==> src/rtl/dram_dqs_wr_pkg.sv <==
// Shared types and constants for the DQS write-strobe sequencer.
package dram_dqs_wr_pkg;

    localparam int DQS_LAT_W_DEFAULT = 4;

    localparam logic [2:0] BL4_LAST = 3'd3;
    localparam logic [2:0] BL8_LAST = 3'd7;

    typedef enum logic [2:0] {
        ST_IDLE  = 3'd0,
        ST_WAIT  = 3'd1,
        ST_PRE   = 3'd2,
        ST_BURST = 3'd3,
        ST_POST  = 3'd4
    } dqs_state_e;

endpackage

==> src/rtl/dram_dqs_wr_pend.sv <==
// One-entry pending request slot. A request arriving in the same cycle the
// slot is consumed is bypassed straight to the consumer when the slot is empty.
module dram_dqs_wr_pend #(
    parameter int LAT_W = 4
) (
    input  logic             clk,
    input  logic             rst,
    input  logic             clear,
    input  logic             capture,
    input  logic             consume,
    input  logic [LAT_W-1:0] in_lat,
    input  logic             in_bl8,
    output logic             take_valid,
    output logic [LAT_W-1:0] take_lat,
    output logic             take_bl8,
    output logic             overrun
);

    logic             valid_r;
    logic [LAT_W-1:0] lat_r;
    logic             bl8_r;
    logic             overrun_r;

    // Held entry wins; otherwise the incoming request is offered directly.
    always_comb begin
        take_valid = valid_r | capture;
        take_lat   = valid_r ? lat_r : in_lat;
        take_bl8   = valid_r ? bl8_r : in_bl8;
    end

    // Slot storage and drop detection.
    always_ff @(posedge clk or posedge rst) begin
        if (rst) begin
            valid_r   <= 1'b0;
            lat_r     <= {LAT_W{1'b0}};
            bl8_r     <= 1'b0;
            overrun_r <= 1'b0;
        end else begin
            overrun_r <= capture & valid_r & ~consume & ~clear;
            if (clear) begin
                valid_r <= 1'b0;
            end else if (consume) begin
                // Held entry leaves; a simultaneous new request refills the slot.
                if (valid_r && capture) begin
                    valid_r <= 1'b1;
                    lat_r   <= in_lat;
                    bl8_r   <= in_bl8;
                end else begin
                    valid_r <= 1'b0;
                end
            end else if (capture && !valid_r) begin
                valid_r <= 1'b1;
                lat_r   <= in_lat;
                bl8_r   <= in_bl8;
            end else begin
                valid_r <= valid_r;
            end
        end
    end

    assign overrun = overrun_r;

endmodule

==> src/rtl/dram_dqs_wr_seq.sv <==
// DQS write-strobe sequencer: latency wait, preamble, toggling burst and
// postamble, with a one-entry pending slot for chained bursts.
module dram_dqs_wr_seq
    import dram_dqs_wr_pkg::*;
#(
    parameter int LAT_W = DQS_LAT_W_DEFAULT
) (
    input  logic             clk,
    input  logic             rst,
    input  logic             wr_start,
    input  logic [LAT_W-1:0] wr_lat,
    input  logic             wr_bl8,
    input  logic             dram_io_channel_disabled,
    output logic             dram_io_drive_enable,
    output logic             dram_io_drive_data,
    output logic             wr_busy,
    output logic             wr_done,
    output logic             wr_overrun
);

    dqs_state_e       state_r, state_nxt_s;
    logic [LAT_W-1:0] lat_cnt_r, lat_nxt_s;
    logic [2:0]       beat_cnt_r, beat_nxt_s;
    logic             bl8_r, bl8_nxt_s;
    logic [2:0]       last_beat_s;

    logic             capture_s, consume_s, clear_s;
    logic             take_valid_s, take_bl8_s;
    logic [LAT_W-1:0] take_lat_s;

    logic             enable_r, data_r, busy_r, done_r;

    assign capture_s   = wr_start & (state_r != ST_IDLE) & ~dram_io_channel_disabled;
    assign last_beat_s = bl8_r ? BL8_LAST : BL4_LAST;

    dram_dqs_wr_pend #(.LAT_W(LAT_W)) u_pend (
        .clk        (clk),
        .rst        (rst),
        .clear      (clear_s),
        .capture    (capture_s),
        .consume    (consume_s),
        .in_lat     (wr_lat),
        .in_bl8     (wr_bl8),
        .take_valid (take_valid_s),
        .take_lat   (take_lat_s),
        .take_bl8   (take_bl8_s),
        .overrun    (wr_overrun)
    );

    // Next-state, counter and slot-control decode.
    always_comb begin
        state_nxt_s = state_r;
        lat_nxt_s   = lat_cnt_r;
        beat_nxt_s  = beat_cnt_r;
        bl8_nxt_s   = bl8_r;
        consume_s   = 1'b0;
        clear_s     = 1'b0;
        case (state_r)
            ST_IDLE: begin
                if (wr_start && !dram_io_channel_disabled) begin
                    bl8_nxt_s   = wr_bl8;
                    lat_nxt_s   = wr_lat;
                    state_nxt_s = (wr_lat == {LAT_W{1'b0}}) ? ST_PRE : ST_WAIT;
                end else begin
                    state_nxt_s = ST_IDLE;
                end
            end
            ST_WAIT: begin
                if (dram_io_channel_disabled) begin
                    state_nxt_s = ST_IDLE;
                    clear_s     = 1'b1;
                end else begin
                    // Leaving on a count of one makes WAIT last exactly lat cycles.
                    if (lat_cnt_r <= LAT_W'(1)) begin
                        state_nxt_s = ST_PRE;
                    end else begin
                        state_nxt_s = ST_WAIT;
                    end
                    if (lat_cnt_r != {LAT_W{1'b0}}) begin
                        lat_nxt_s = lat_cnt_r - LAT_W'(1);
                    end else begin
                        lat_nxt_s = {LAT_W{1'b0}};
                    end
                end
            end
            ST_PRE: begin
                if (dram_io_channel_disabled) begin
                    state_nxt_s = ST_IDLE;
                    clear_s     = 1'b1;
                end else begin
                    state_nxt_s = ST_BURST;
                    beat_nxt_s  = 3'd0;
                end
            end
            ST_BURST: begin
                if (dram_io_channel_disabled) begin
                    state_nxt_s = ST_IDLE;
                    clear_s     = 1'b1;
                end else if (beat_cnt_r == last_beat_s) begin
                    state_nxt_s = ST_POST;
                end else begin
                    beat_nxt_s = beat_cnt_r + 3'd1;
                end
            end
            ST_POST: begin
                if (dram_io_channel_disabled) begin
                    state_nxt_s = ST_IDLE;
                    clear_s     = 1'b1;
                end else if (take_valid_s) begin
                    consume_s   = 1'b1;
                    bl8_nxt_s   = take_bl8_s;
                    lat_nxt_s   = take_lat_s;
                    state_nxt_s = (take_lat_s == {LAT_W{1'b0}}) ? ST_PRE : ST_WAIT;
                end else begin
                    consume_s   = 1'b1;
                    state_nxt_s = ST_IDLE;
                end
            end
            default: begin
                state_nxt_s = ST_IDLE;
                clear_s     = 1'b1;
            end
        endcase
    end

    // State, counters and outputs; outputs are decoded from the next state so
    // they line up with the state they describe while still coming from flops.
    always_ff @(posedge clk or posedge rst) begin
        if (rst) begin
            state_r    <= ST_IDLE;
            lat_cnt_r  <= {LAT_W{1'b0}};
            beat_cnt_r <= 3'd0;
            bl8_r      <= 1'b0;
            enable_r   <= 1'b0;
            data_r     <= 1'b0;
            busy_r     <= 1'b0;
            done_r     <= 1'b0;
        end else begin
            state_r    <= state_nxt_s;
            lat_cnt_r  <= lat_nxt_s;
            beat_cnt_r <= beat_nxt_s;
            bl8_r      <= bl8_nxt_s;
            enable_r   <= (state_nxt_s == ST_PRE) || (state_nxt_s == ST_BURST) ||
                          (state_nxt_s == ST_POST);
            data_r     <= (state_nxt_s == ST_BURST) && !beat_nxt_s[0];
            busy_r     <= (state_nxt_s != ST_IDLE);
            done_r     <= (state_nxt_s == ST_POST);
        end
    end

    assign dram_io_drive_enable = enable_r;
    assign dram_io_drive_data   = data_r;
    assign wr_busy              = busy_r;
    assign wr_done              = done_r;

endmodule

==> config.mk <==
export PLATFORM = sky130hd
export DESIGN_NAME = dram_dqs_wr_seq
export DESIGN_NICKNAME = d
export VERILOG_FILES = /design/src/rtl/dram_dqs_wr_pkg.sv /design/src/rtl/dram_dqs_wr_pend.sv /design/src/rtl/dram_dqs_wr_seq.sv
export SDC_FILE = /design/constraint.sdc
export NUM_CORES = 1
export LEC_CHECK = 0
export BUFFER_PORTS_ARGS = -buffer_cell sky130_fd_sc_hd__buf_2
export CAP_MARGIN = 20
export CORE_MARGIN = 2
export CORE_UTILIZATION = 45
export CTS_CLUSTER_SIZE = 8
export DETAILED_ROUTE_END_ITERATION = 16
export GPL_ROUTABILITY_DRIVEN = 0
export PLACE_DENSITY_LB_ADDON = 0.15
export SLEW_MARGIN = 20
export SYNTH_ARGS = -nofsm -noshare
export SYNTH_HDL_FRONTEND = slang
export SYNTH_SLANG_ARGS = --single-unit
==> constraint.sdc <==
create_clock -name clk -period 4.31 [get_ports clk]
set_input_delay 0.862 -clock clk [delete_from_list [all_inputs] [get_ports clk]]
set_output_delay 0.862 -clock clk [all_outputs]
set_load 0.03 [all_outputs]
======== Word-level counts from Yosys, hierarchy flattened ========
Cells that the tools add are included.
operators by class
  add/subtract/negate cells ............... 2
  magnitude comparators ................... 1
  eq/ne operators ......................... 16
  muxes and demuxes ....................... 42
  bitwise operators ....................... 9
  reduce and logical (&&, ||, !) cells .... 25
operator list
  cell                 count
  $mux 4               9
  $mux 3               6
  $mux 2               8
  $ne 2x2->1 const B   8
  $pmux 3 s5           1
  $mux 1               14
  $eq 3x2->1 const B   4
  $pmux 4 s3           1
  $reduce_bool 3->1    4
  $logic_not 4->1      2
  $reduce_and 4->1     2
  $eq 3x3->1 const B   2
  $pmux 3 s2           1
  $reduce_bool 2->1    3
  $and 1x1->1          5
  $reduce_and 5->1     1
  $le 4x1->1 const B   1
  $logic_and 1x1->1    4
  $pmux 1 s2           2
  $reduce_bool 4->1    1
  $reduce_or 4->1      1
  $sub 4x1->4 const B  1
  $add 3x1->3 const B  1
  $eq 3x1->1 const B   1
  7 further kinds      12
word-level totals
  flip-flop bits (word level) ............. 22
  input port bits ......................... 9
  output and inout bits ................... 5
  word-level logic and storage cells ...... 108

======== Logic depth before layout (Yosys ltp) ========
Gate-level depths: netlist of run 1.
  depth in word-level cells ............... 10
  gate-level depth with buffers ........... 6
  gate-level depth less buffers ........... 4

======== Hierarchy ========
A second synthesis of run 1 with hierarchy kept.
second synthesis, totals
  cells, all modules ...................... 123
  area, all modules ....................... 1355.0 µm²
modules (own cells, without submodules)
  module            instances  cells each  area each (µm²)  sequential area each (µm²)
  dram_dqs_wr_seq   1          96          952.2            375.4
  dram_dqs_wr_pend  1          27          402.9            175.2

======== Worst setup path before layout of run 1 ========
No wires, ideal clock.
  kind .................................... in2reg
  start ................................... input port dram_io_channel_disabled
  end ..................................... register bl8_r
  setup time .............................. 125 ps
  arrival ................................. 1717 ps
  required time ........................... 4185 ps
  slack ................................... 2468 ps
  stages on the path ...................... 4
  path buffers ............................ 0
  path through ............................ nand2b_1 nor4_2 nand2b_1 mux2_2
between the ends
  word-level cells in the longest chain between the ends .. 5
  elaborated cells on any way between the ends .. 9
  those cells by class .................... 3 x eq/ne; 3 x bitwise; 3 x reduce/logical
ends and longest elaborated chain
  what                            line                    text
  from (decl)                     dram_dqs_wr_seq.sv:13   input logic dram_io_channel_disabled,
  $not 1->1                       dram_dqs_wr_seq.sv:33   assign capture_s = wr_start & (state_r != ST_IDLE) & ~dram_io_channel_disabled;
  $and 1x1->1                     dram_dqs_wr_seq.sv:33
  $or 1x1->1                      dram_dqs_wr_pend.sv:26  take_valid = valid_r | capture;
  $ne 2x2->1 (no line)            -
  $reduce_and 4->1 (no line) (*)  -
  to (signal assigned)            dram_dqs_wr_seq.sv:142  bl8_r <= bl8_nxt_s;
  to (decl)                       dram_dqs_wr_seq.sv:24   logic bl8_r, bl8_nxt_s;
Every way passes the cells marked *; elsewhere a longest branch is shown, timed or not.
A chain may end at the register's enable or synchronous reset.

======== Worst setup path in the final report of run 1 ========
  start ................................... register state_r[2]
  end ..................................... register bl8_r
between the ends
  word-level cells in the longest chain between the ends .. 6
  elaborated cells on any way between the ends .. 12
  those cells by class .................... 4 x eq/ne; 1 x mux; 3 x bitwise; 4 x reduce/logical
ends and longest elaborated chain
  what                        line                    text
  from (decl)                 dram_dqs_wr_seq.sv:21   dqs_state_e state_r, state_nxt_s;
  from (signal assigned)      dram_dqs_wr_seq.sv:139  state_r <= state_nxt_s;
  $reduce_bool 3->1           dram_dqs_wr_seq.sv:33
  $and 1x1->1 (2 in series)   dram_dqs_wr_seq.sv:33
  $or 1x1->1                  dram_dqs_wr_pend.sv:26
  $ne 2x2->1 (no line)        -
  $reduce_and 4->1 (no line)  -
Several ways; a longest one is shown, not always the timed one.

==> results of run 1 <==
-- layer usage --
layer,track usage,vias to the layer above,part of all wire
met4,0.0797,0,0.014
met2,0.265,27,0.46
li1,-,495,-
met1,0.248,482,0.48
met3,0.0198,4,0.039
met5,0,-,0
-- worst paths after layout --
kind / cells past startpoint / slack, ps / to / start
max: 4 / 2350 / bl8_r / state_r[2]
min: 1 / 520 / u_pend.bl8_r / u_pend.bl8_r
max reg2reg: 4 / 2350 / bl8_r / state_r[2]
min reg2reg: 1 / 520 / u_pend.bl8_r / u_pend.bl8_r
max in group asynchronous: 2 / 3080 / u_pend.overrun / rst
min in group asynchronous: 2 / 690 / wr_done / rst
-- critical path, stage by stage (launching register included) --
cell                      delay (ps)
sky130_fd_sc_hd__dfrtp_1         750
sky130_fd_sc_hd__nand2_1         260
sky130_fd_sc_hd__nor3_4          240
sky130_fd_sc_hd__mux2_1          350
sky130_fd_sc_hd__mux2_2          260
-- Yosys cell counts, types with 3 or more instances --
master	instances	area (sq um)
sky130_fd_sc_hd__mux2_1	7	78.8
sky130_fd_sc_hd__inv_1	4	15.0
sky130_fd_sc_hd__o21ai_1	3	15.0
sky130_fd_sc_hd__o31ai_1	4	30.0
sky130_fd_sc_hd__a22o_1	4	35.0
sky130_fd_sc_hd__buf_2	3	15.0
sky130_fd_sc_hd__nor2_1	8	30.0
sky130_fd_sc_hd__dfrtp_1	22	551
sky130_fd_sc_hd__a21oi_1	6	30.0
sky130_fd_sc_hd__nand2_1	12	45.0
sky130_fd_sc_hd__buf_6	4	45.0
sky130_fd_sc_hd__nand2b_1	7	43.8
-- layout make-up --
cell class                      count  area share
Multi-Input combinational cell     95       0.498
Sequential cell                    22       0.391
Timing Repair Buffer               13      0.0463
Tap cell                           31      0.0276
Clock buffer                        4      0.0258
Inverter                            4      0.0107
-- cells by family after synthesis --
logic type	count (synthesis)
mux	9
flops	22
compound gates	36
simple gates	48
fa+ha+maj	1
xor+xnor	1
buf+inv	11
-- report_power, final --
| part | internal [W] | total (W) | switching (W) |
|---|---|---|---|
| sequential | 0.000284 | 0.000405 | 0.000121 |
| combinational | 0.000145 | 0.000296 | 0.000151 |
| clock | 0.0000516 | 0.000118 | 0.0000667 |
-- registers in the layout (all words and copies together), names as in the netlist --
name                  flops
wr_done                   1
state_r                   3
u_pend.lat_r              4
dram_io_drive_data        1
bl8_r                     1
wr_busy                   1
dram_io_drive_enable      1
beat_cnt_r                3
u_pend.overrun            1
lat_cnt_r                 4
u_pend.valid_r            1
u_pend.bl8_r              1
-- layout by cell type (no fill, tap or decap), types with 2 or more instances in the layout --
cell and instances:
sky130_fd_sc_hd__o21ai_1 3, sky130_fd_sc_hd__or3b_1 2, sky130_fd_sc_hd__clkbuf_4 3, sky130_fd_sc_hd__o32ai_1 2
sky130_fd_sc_hd__o211ai_1 2, sky130_fd_sc_hd__nor2b_1 2, sky130_fd_sc_hd__nor2_1 8, sky130_fd_sc_hd__nand2_1 12
sky130_fd_sc_hd__a21oi_1 6, sky130_fd_sc_hd__dfrtp_1 22, sky130_fd_sc_hd__o22ai_2 2, sky130_fd_sc_hd__and2_1 2
sky130_fd_sc_hd__o31ai_1 4, sky130_fd_sc_hd__inv_1 4, sky130_fd_sc_hd__a21o_1 2, sky130_fd_sc_hd__nand2b_1 7
sky130_fd_sc_hd__mux2_1 7, sky130_fd_sc_hd__nor3_1 2, sky130_fd_sc_hd__buf_2 13, sky130_fd_sc_hd__a22o_1 4
-- per-stage QoR --
stage / instances / power (W)
CTS: 169 / 0.000822
floorplan: 128 / 0.000644
global route: 169 / 0.000876
global placement: 165 / 0.000693
finish: 169 / 0.000819
detailed placement: 165 / 0.000702
==> qor.json, run 1 <==
{
  "worst_ep_arrival_time_ps": 2170,
  "async_reset_ff_frac": 1.00,
  "worst-path-max-fanout": 19,
  "hold_buffers": 0,
  "postSynthRegisterBits": 22,
  "synth-compound-area-share": 0.213,
  "p_leak_nw": 0.631,
  "mappedNetlistNets": 138,
  "htreeDepth": 1,
  "cts_inserted_buffers": 3,
  "grt_max_degree": 25,
  "synth_enable_flop_cells": 0,
  "final.setup.tns_ps": 0,
  "final_setup_vio_count": 0,
  "dominant_combinational_cell_family_by_area_after_synthesis": "simple AND/OR/NAND/NOR gates",
  "synth-adder-area-share": 0.00943,
  "track_usage": 0.174,
  "layout.core_utilization": 0.506,
  "clkSinkCount": 22,
  "timing.setup.critical_path_class": "reg -> reg",
  "run_status": "completed",
  "grt_pass1_vias": 944,
  "synth_simple_gate_area_frac": 0.224,
  "synthesis.instances": 128,
  "achievable-frequency_ghz": 0.510,
  "rsz0062_at_grt": "false",
  "launching_element_type_of_the_critical_path": "flop",
  "drt-vias-per-instance": 5.96,
  "multi_input_comb_area_sq_um": 701,
  "synth.mux.area_fraction": 0.0755,
  "num_antenna_cells": 0,
  "wl_per_cell_um": 16.1,
  "synthesis.yosys.warnings": 0,
  "mappedNetlistArea_sq_um": 1330,
  "tritoncts_clock_tree": "yes",
  "grt.overflow.total": 0,
  "hold_class": "reg -> reg",
  "cts_post_setup_buffers_inserted": 0,
  "dp_hpwl_um": 1890,
  "antenna_found_initial": 0,
  "wirelength_um": 2720,
  "syn_to_final_growth_pct": 6.04,
  "detailedRoute.firstPassIterationCount": 4,
  "max_cap_violations": 0,
  "clock_pin_slew_reported_for_the_worst_setup_and_hold_paths_after_clock_tree_synthesis_ps": 120,
  "post-route-min-period_ps": 1960,
  "endpoint_kind": "flop",
  "die_w_um": 58.3,
  "placement.cell_area_sq_um": 1370,
  "peakVddDrop_mv": 0.326,
  "avgSynthCellArea_sq_um": 10.4,
  "clk_root_buffer_cell": "sky130_fd_sc_hd__clkbuf_4",
  "route.antenna.remaining_nets": 0,
  "die_height_um": 58.3,
  "grt_pass1_wl_um": 4510,
  "cellPowerDensity_nw_per_um2": 582,
  "tightestPinTransition_ps": 861,
  "cts_repair_resize_count": 0,
  "num-nets-final": 149,
  "io_pins": 14,
  "ys_types": 48,
  "drc": 0,
  "core-area_sq_um": 2780,
  "finalMaxSlewViolations": 0,
  "final_layout_size_suffix_gt1_frac": 0.203,
  "clock_skew_ps": 9.57,
  "layout.cell_area.non_filler_sq_um": 1410,
  "port-buffer-count": 13,
  "place_ws_ps": 2220,
  "area_used_by_sequential_logic_in_the_layout_sq_um": 551,
  "worst_slack_ps": 2350,
  "num_vias": 1008,
  "die_area_sq_um": 3400,
  "fill_cells": 255,
  "worst_skew_pair.late_latency_ps": 320,
  "seq_area_frac_synth": 0.415,
  "report.final.hold_viol_count": 0,
  "timing.final.crit_share": 0.455,
  "timing.hold.ws_ps": 524,
  "relSlewSlack": 0.425,
  "initialDrtViolationCount": 40,
  "synthFlopType": "sky130_fd_sc_hd__dfrtp_1",
  "max-clock-path-buffers": 2,
  "rows": 19,
  "start_util": 0.477,
  "synth-xor-area-share": 0.00660,
  "worstPathRequired_ps": 4520
}
No activity file was read; power rests on OpenSTA's default activity.
==> inputs of run 2 (changes only) <==
clock period = 1.65 ns   (was 4.31 ns; I/O delays follow)
==> run 2 against run 1 <==
Net effect: wire length fell by 0.37%; power rose to 2.7 times the previous value; clock power rose to 2.6 times the previous value; non-clock buffer count up 10; critical path depth is 1 higher; sequential share of layout area shrank 1.9 points; die area is the same; count of clock-buffer cells in the layout unchanged; worst hold slack got worse by 490 ps; core utilization up 2.7 points; critical path type unchanged.
==> qor.json, run 2 (same netlist as run 1, synthesis figures left out) <==
{
  "io_pins": 14,
  "initialDrtViolationCount": 24,
  "tritoncts_clock_tree": "yes",
  "start_util": 0.477,
  "area_used_by_sequential_logic_in_the_layout_sq_um": 552,
  "post-route-min-period_ps": 1560,
  "placement.cell_area_sq_um": 1450,
  "multi_input_comb_area_sq_um": 701,
  "worst_skew_pair.late_latency_ps": 310,
  "tightestPinTransition_ps": 385,
  "final_layout_size_suffix_gt1_frac": 0.264,
  "wl_per_cell_um": 15.1,
  "num_antenna_cells": 0,
  "peakVddDrop_mv": 1.05,
  "report.final.hold_viol_count": 0,
  "grt_pass1_vias": 962,
  "cts_inserted_buffers": 3,
  "wirelength_um": 2710,
  "grt.overflow.total": 0,
  "run_status": "completed",
  "track_usage": 0.174,
  "timing.hold.ws_ps": 30.4,
  "p_leak_nw": 0.681,
  "num_vias": 1054,
  "htreeDepth": 1,
  "dp_hpwl_um": 2050,
  "worst_ep_arrival_time_ps": 1790,
  "relSlewSlack": 0.743,
  "grt_pass1_wl_um": 4500,
  "max-clock-path-buffers": 2,
  "endpoint_kind": "flop",
  "worstPathRequired_ps": 1880,
  "rsz0062_at_grt": "false",
  "max_cap_violations": 0,
  "core-area_sq_um": 2780,
  "timing.final.crit_share": 0.945,
  "die_w_um": 58.3,
  "layout.cell_area.non_filler_sq_um": 1480,
  "finalMaxSlewViolations": 0,
  "launching_element_type_of_the_critical_path": "flop",
  "num-nets-final": 159,
  "worst-path-max-fanout": 6,
  "mostFrequentLayoutCell": "sky130_fd_sc_hd__dfrtp_1",
  "syn_to_final_growth_pct": 11.8,
  "drt-vias-per-instance": 5.89,
  "clkSinkCount": 22,
  "antenna_found_initial": 0,
  "grt_max_degree": 23,
  "worst_slack_ps": 91.3,
  "port-buffer-count": 13,
  "hold_class": "in -> async",
  "fill_cells": 266,
  "place_ws_ps": 98.4,
  "clock_pin_slew_reported_for_the_worst_setup_and_hold_paths_after_clock_tree_synthesis_ps": 130,
  "final_cell_mix": "21 x sky130_fd_sc_hd__dfrtp_1, 13 x sky130_fd_sc_hd__buf_2, 12 x sky130_fd_sc_hd__nand2_1, 10 x sky130_fd_sc_hd__buf_4, 8 x sky130_fd_sc_hd__nor2_1",
  "die_height_um": 58.3,
  "clock_skew_ps": 3.27,
  "cellPowerDensity_nw_per_um2": 1480,
  "final.setup.tns_ps": 0,
  "clk_root_buffer_cell": "sky130_fd_sc_hd__clkbuf_4",
  "reg.largest.list": "lat_cnt_r x4, u_pend.lat_r x4",
  "final_setup_vio_count": 0,
  "die_area_sq_um": 3400,
  "timing.setup.critical_path_class": "reg -> reg",
  "drc": 0,
  "route.antenna.remaining_nets": 0,
  "achievable-frequency_ghz": 0.642,
  "rows": 19,
  "detailedRoute.firstPassIterationCount": 4
}
run 2: cell types whose count changed in the layout (fill, tap and decap cells not counted):
cell and delta:
sky130_fd_sc_hd__dfrtp_2 +1, sky130_fd_sc_hd__dfrtp_1 -1, sky130_fd_sc_hd__buf_4 +10
run 2: worst max-delay path, cell delays in order (launching register included):
cell and delay, ps:
sky130_fd_sc_hd__dfrtp_1 450, sky130_fd_sc_hd__buf_4 170, sky130_fd_sc_hd__or3b_1 420, sky130_fd_sc_hd__nor2_1 200
sky130_fd_sc_hd__a22oi_1 120, sky130_fd_sc_hd__o211ai_1 110
run 2: repair_timing:
action,CTS,global route
hold buffers,0,0
resized for setup,0,1
endpoints found under the setup margin,0,1
buffers inserted,0,0
run 2: power breakdown:
part / switching [W] / total (W) / leakage, nW / internal (W)
registers: 0.000227 / 0.000974 / 0.282 / 0.000747
clock network: 0.000168 / 0.000302 / 0.0210 / 0.000135
logic: 0.000491 / 0.000925 / 0.378 / 0.000434
run 2: per-layer routing:
metal,part of all wire,vias to the layer above,track usage
met5,0,-,0
met3,0.045,4,0.0286
li1,-,517,-
met2,0.46,32,0.252
met4,0.011,0,0.0565
met1,0.48,501,0.265
run 2: final cells by class:
class                           instances  area share
Tap cell                               31      0.0262
Sequential cell                        22       0.372
Clock buffer                            4      0.0245
Multi-Input combinational cell         95       0.473
Timing Repair Buffer                   23      0.0945
Inverter                                4      0.0101
run 2: final timing paths:
| check | startpoint | endpoint | depth (start not counted) | slack [ps] |
|---|---|---|---|---|
| setup / recovery | state_r[2] | state_r[0] | 5 | 90 |
| hold / removal | rst | dram_io_drive_enable | 3 | 30 |
| min in group clk | wr_bl8 | u_pend.bl8_r | 2 | 230 |
| setup reg to reg | state_r[2] | state_r[0] | 5 | 90 |
| hold reg to reg | u_pend.bl8_r | u_pend.bl8_r | 1 | 510 |
| max in group asynchronous | rst | state_r[0] | 3 | 1380 |
run 2: per-stage QoR:
step                       util  instances  total power [W]
after floorplan               -        128          0.00168
after global placement    0.520        175          0.00187
after detailed placement  0.520        175          0.00190
after CTS                 0.533        179          0.00220
after global routing      0.533        179          0.00237
final                     0.533        179          0.00220
